$ cat src/rtl/dmem_responder.sv
// Data-memory endpoint for the core's load/store port: byte-maskable word
// storage, one-cycle registered loads, and a memory-mapped tohost verdict.
module dmem_responder #(
    parameter int unsigned DEPTH       = 64,
    parameter logic [31:0] TOHOST_ADDR = 32'd100,
    parameter logic [31:0] PASS_VALUE  = 32'd25
) (
    input  logic        clk,
    input  logic        reset,
    input  logic        MemWrite,
    input  logic [31:0] DataAdr,
    input  logic [31:0] WriteData,
    input  logic [3:0]  MemWriteSelect,
    output logic [31:0] ReadData,
    output logic        Done,
    output logic        Pass,
    output logic        Error,
    output logic [15:0] StoreCount
);

    localparam int unsigned AW    = $clog2(DEPTH);
    localparam logic [31:0] LIMIT = 32'(4 * DEPTH);

    logic [31:0] mem_q [DEPTH];

    logic [31:0] rdata_q, rdata_d;
    logic [31:0] tohost_q, tohost_d;
    logic        done_q, done_d;
    logic        error_q, error_d;
    logic [15:0] count_q, count_d;

    logic [AW-1:0] idx;
    logic          in_range;
    logic          is_tohost;
    logic          mask_ok;
    logic          store_en;

    assign idx       = DataAdr[AW+1:2];
    assign in_range  = (DataAdr < LIMIT);
    assign is_tohost = (DataAdr == TOHOST_ADDR);

    always_comb begin
        case (MemWriteSelect)
            4'b0001, 4'b0010, 4'b0100, 4'b1000,
            4'b0011, 4'b1100, 4'b1111: mask_ok = 1'b1;
            default:                   mask_ok = 1'b0;
        endcase
    end

    always_comb begin
        rdata_d  = '0;
        tohost_d = tohost_q;
        done_d   = done_q;
        error_d  = error_q;
        count_d  = count_q;
        store_en = 1'b0;

        if (is_tohost)
            rdata_d = tohost_q;
        else if (in_range)
            rdata_d = mem_q[idx];

        if (MemWrite) begin
            // tohost is decoded ahead of the range check: it lies inside the
            // array window but is never backed by storage.
            if (is_tohost) begin
                if (!done_q) begin
                    if (MemWriteSelect == 4'b1111) begin
                        tohost_d = WriteData;
                        done_d   = 1'b1;
                    end else begin
                        error_d = 1'b1;
                    end
                end
            end else if (!mask_ok || !in_range) begin
                error_d = 1'b1;
            end else begin
                store_en = reset;
                if (count_q != 16'hFFFF)
                    count_d = count_q + 16'd1;
            end
        end
    end

    always_ff @(posedge clk or negedge reset) begin
        if (!reset) begin
            rdata_q  <= '0;
            tohost_q <= '0;
            done_q   <= 1'b0;
            error_q  <= 1'b0;
            count_q  <= '0;
        end else begin
            rdata_q  <= rdata_d;
            tohost_q <= tohost_d;
            done_q   <= done_d;
            error_q  <= error_d;
            count_q  <= count_d;
        end
    end

    // Array is deliberately outside the reset domain; contents survive reset.
    always_ff @(posedge clk) begin
        if (store_en) begin
            for (int unsigned b = 0; b < 4; b++) begin
                if (MemWriteSelect[b])
                    mem_q[idx][8*b +: 8] <= WriteData[8*b +: 8];
            end
        end
    end

    assign ReadData   = rdata_q;
    assign Done       = done_q;
    assign Pass       = done_q && (tohost_q == PASS_VALUE);
    assign Error      = error_q;
    assign StoreCount = count_q;

endmodule

$ cat config.mk
export PLATFORM = sky130hd
export DESIGN_NAME = dmem_responder
export DESIGN_NICKNAME = d
export VERILOG_FILES = /design/src/rtl/dmem_responder.sv
export SDC_FILE = /design/constraint.sdc
export NUM_CORES = 2
export LEC_CHECK = 0
export ABC_CLOCK_PERIOD_IN_PS = 6200
export CORE_MARGIN = 3
export CORE_UTILIZATION = 50
export CTS_CLUSTER_SIZE = 20
export DETAILED_ROUTE_END_ITERATION = 12
export GPL_ROUTABILITY_DRIVEN = 0
export PLACE_DENSITY = 0.62
export SYNTH_ARGS = -nofsm -noshare
export SYNTH_HDL_FRONTEND = slang
export SYNTH_SLANG_ARGS = --single-unit
$ cat constraint.sdc
create_clock -name clk -period 6.2 [get_ports clk]
set_input_delay 1.86 -clock clk [delete_from_list [all_inputs] [get_ports clk]]
set_output_delay 1.86 -clock clk [all_outputs]
set_load 0.005 [all_outputs]
==> flow_summary.yaml <==
run_status:
  run_status: "complete, no violations"
layout:
  multi_input_area_um2: 17900
  finalNetCount: 5274
  fill_cells: 12400
  drive_above_1_share_pct: 21.8
  regArea_um2: 63600
  final_cell_area_um2: 95700
  area_growth_pct: 15.3
worst_setup_path:
  endpoint: "Pass"
  crit_arrival_ps: 4230
  critical_path.max_fanout: 3
  startpoint: "tohost_q[30]"
  timing.critical_path.from_type: "flop"
  r2r_setup_slack_ps: 3870
  r2r_end: "ReadData[29]"
  cp_data_required_time_ps: 4340
  timing.rr.start: "mem_q[33][29]"
  worstSetupPathType: "reg2out"
  reg2reg_depth: 6
  setup.worst_path.end_class: "primary output"
cts:
  cts.path.max_buffers: 3
  source_to_sink_clock_delay_at_the_later_pin_of_the_worst_skew_pair_ps: 870
  cts_hold_buffers: 0
  tritoncts: "yes"
  post_cts.resized_instances: 0
  cts_max_level: 4
  clock_sinks: 2130
  cts_setup_buffers: 0
  cts-buffers-inserted: 209
  cts.reportedPaths.clkPinSlew_ps: 60
  clock_root_buffer: "sky130_fd_sc_hd__clkbuf_16"
worst_hold_path:
  timing.hold.worst.class: "reg2reg"
  min_from: "Error"
die:
  die_area_um2: 171000
  ios: 122
  std_cell_rows: 148
  coreArea_um2: 164000
  die_x_um: 413
  die_height_um: 413
  initial_core_utilization_pct: 50.7
synth:
  postSynthNetCount: 4812
  ys_dominant_reg_cell: "sky130_fd_sc_hd__edfxtp_1"
  ys_top_cells_by_area: "sky130_fd_sc_hd__edfxtp_1 (74%), sky130_fd_sc_hd__mux4_2 (3.9%), sky130_fd_sc_hd__mux2_2 (2.5%), sky130_fd_sc_hd__mux2i_1 (2.5%), sky130_fd_sc_hd__dfrtp_1 (2.5%)"
  ys.warnings.count: 0
  edff_count_synth: 2048
  flop_and_latch_count_out_of_synthesis: 2130
  synthesis.instances: 4740
  synth_top_area_share_pct: 74.2
  yosysSeqAreaShare_pct: 76.6
  synth_cell_types: 75
  synth_top_area_cell: "sky130_fd_sc_hd__edfxtp_1"
  async_flop_share_pct: 3.85
  cell_area_after_technology_mapping_um2: 82900
  syn-mean-instance-area_um2: 17.5
  most_common_library_cells_after_synthesis: "sky130_fd_sc_hd__edfxtp_1 (2048), sky130_fd_sc_hd__nor2_1 (365), sky130_fd_sc_hd__o22ai_1 (295)"
  most_instantiated_library_cell_after_synthesis: "sky130_fd_sc_hd__edfxtp_1"
sta:
  finalCriticalPeriod_ps: 6090
  timing_hold_violations_final: 0
  achievable-frequency_ghz: 0.164
  rsz0062_at_grt: "no"
  timing.final.max_slew_violations: 0
  fin_tns_setup_ps: 0
  worst_pin_slew_ps: 1370
  fin_worst_skew_ps: 61.2
  max-slew-margin-rel_pct: 8.81
  post-route-period-util_pct: 98.2
  final.hold.worst_slack_ps: 488
  final-setup-viol-count: 0
global_route:
  track_usage_pct: 32.4
  first_global_vias: 48000
  antenna_violations_before_repair: 17
  grt_pass1_wl_um: 381000
  grt_start_max_net_pins: 95
  globalRoute.totalOverflow: 0
drt:
  drt_wl_total_um: 277000
  drc_marker_count_from_the_first_detailed_route_iteration: 8124
  iteration_count_of_the_initial_detailed_routing_pass: 7
  route.vias.total: 50600
  detail_route.wl_per_cell_um: 36.6
  avgViaCountPerCell: 6.69
  route.antenna.remaining_nets: 0
  drcViolationCount: 0
run:
  max-cap-violations: 0
placement:
  detailedPlacementHpwl_um: 173000
  io_port_bufs: 121
  postPlaceCellArea_um2: 88900
power:
  power.density_nw_per_um2: 312
  ir_drop_uv: 323
  static-leakage-power_nw: 31.3
-- cells by family (layout without fill, tap and decap cells) --
logic type                 count (synthesis)  in the layout  share of synthesized area (%)
muxes                                    565            565                           9.45
other                                      0             11                              0
AOI/OAI and AO/OA                        971            971                           8.00
and+or+nand+nor                          727            727                           3.81
adders and majority gates                  1              1                         0.0151
DFF                                     2130           2130                           76.6
buffers and inverters                    331            970                           1.94
xor gates and xnor gates                  15             15                          0.158
-- critical path, cell delays in order (launching register included) --
cell                              delay, ps
sky130_fd_sc_hd__dfrtp_1                500
sky130_fd_sc_hd__or4_1                  570
sky130_fd_sc_hd__nor4_1                 270
sky130_fd_sc_hd__buf_4                  230
sky130_fd_sc_hd__nand4_1                350
sky130_fd_sc_hd__nor4_1                 710
sky130_fd_sc_hd__buf_4                  230
sky130_fd_sc_hd__clkdlybuf4s50_1        490
-- state kept, by name, indices dropped and copies added (netlist names) --
register    flops
tohost_q       32
Done            1
Error           1
StoreCount     16
mem_q        2048
ReadData       32
-- worst min-delay path by stage --
stage                              end  slack (ps)  depth (start not counted)
final                            Error         490                          1
after global routing             Error         490                          1
after CTS                        Error         480                          1
after detailed placement         Error         470                          1
after global placement           Error         460                          1
after floorplan           ReadData[18]         460                          2
-- through the flow --
stage / cells / power (mW) / util (%) / setup WS [ps]
CTS: 7554 / 29.9 / 58.4 / 172
global route: 7554 / 30.5 / 58.4 / 91.5
floorplan: 4740 / 16.8 / - / 2030
finish: 7565 / 29.8 / 58.4 / 111
global placement: 7166 / 17.6 / 54.3 / 810
detailed placement: 7166 / 17.6 / 54.3 / 786
-- cells in the final DEF, fill, tap and decap left out, types with 73 or more instances in the layout --
cell and count:
sky130_fd_sc_hd__mux2i_1 207, sky130_fd_sc_hd__mux4_2 144, sky130_fd_sc_hd__nor2_1 364, sky130_fd_sc_hd__buf_4 433
sky130_fd_sc_hd__clkdlybuf4s50_1 85, sky130_fd_sc_hd__clkbuf_1 73, sky130_fd_sc_hd__o21ai_0 131, sky130_fd_sc_hd__a21oi_1 145
sky130_fd_sc_hd__mux2_2 184, sky130_fd_sc_hd__nand2_1 196, sky130_fd_sc_hd__dfrtp_1 82, sky130_fd_sc_hd__edfxtp_1 2048
sky130_fd_sc_hd__clkbuf_16 210, sky130_fd_sc_hd__o221ai_1 124, sky130_fd_sc_hd__o22ai_1 295
-- metal layers --
metal | vias to the layer above | share of wire (%) | global-route usage, % | wire length (um)
li1 | 20200 | - | - | -
met1 | 26200 | 37 | 44.1 | 103000
met2 | 3492 | 44 | 47.9 | 123000
met3 | 734 | 13 | 9.58 | 35200
met4 | 32 | 5.7 | 15.6 | 15700
met5 | - | 0.077 | 0 | 212
-- power by group --
part           leakage, nW  total, mW  switching (mW)  internal, mW
clock                 3.26       12.5            5.46          7.04
combinational         8.55       1.57            1.13         0.443
sequential            19.5       15.8    0.0000000367          15.8
-- final cells by class --
cell class                 count  share of cell area, %
timing repair buffer         574                   4.94
tap                         2175                   2.84
antenna                       11                 0.0288
clock inverter                90                  0.994
clock buffer                 298                   6.00
inverter                       8                 0.0392
sequential                  2130                   66.4
multi-input combinational   2279                   18.7
Power figures use the tool's default switching activity.
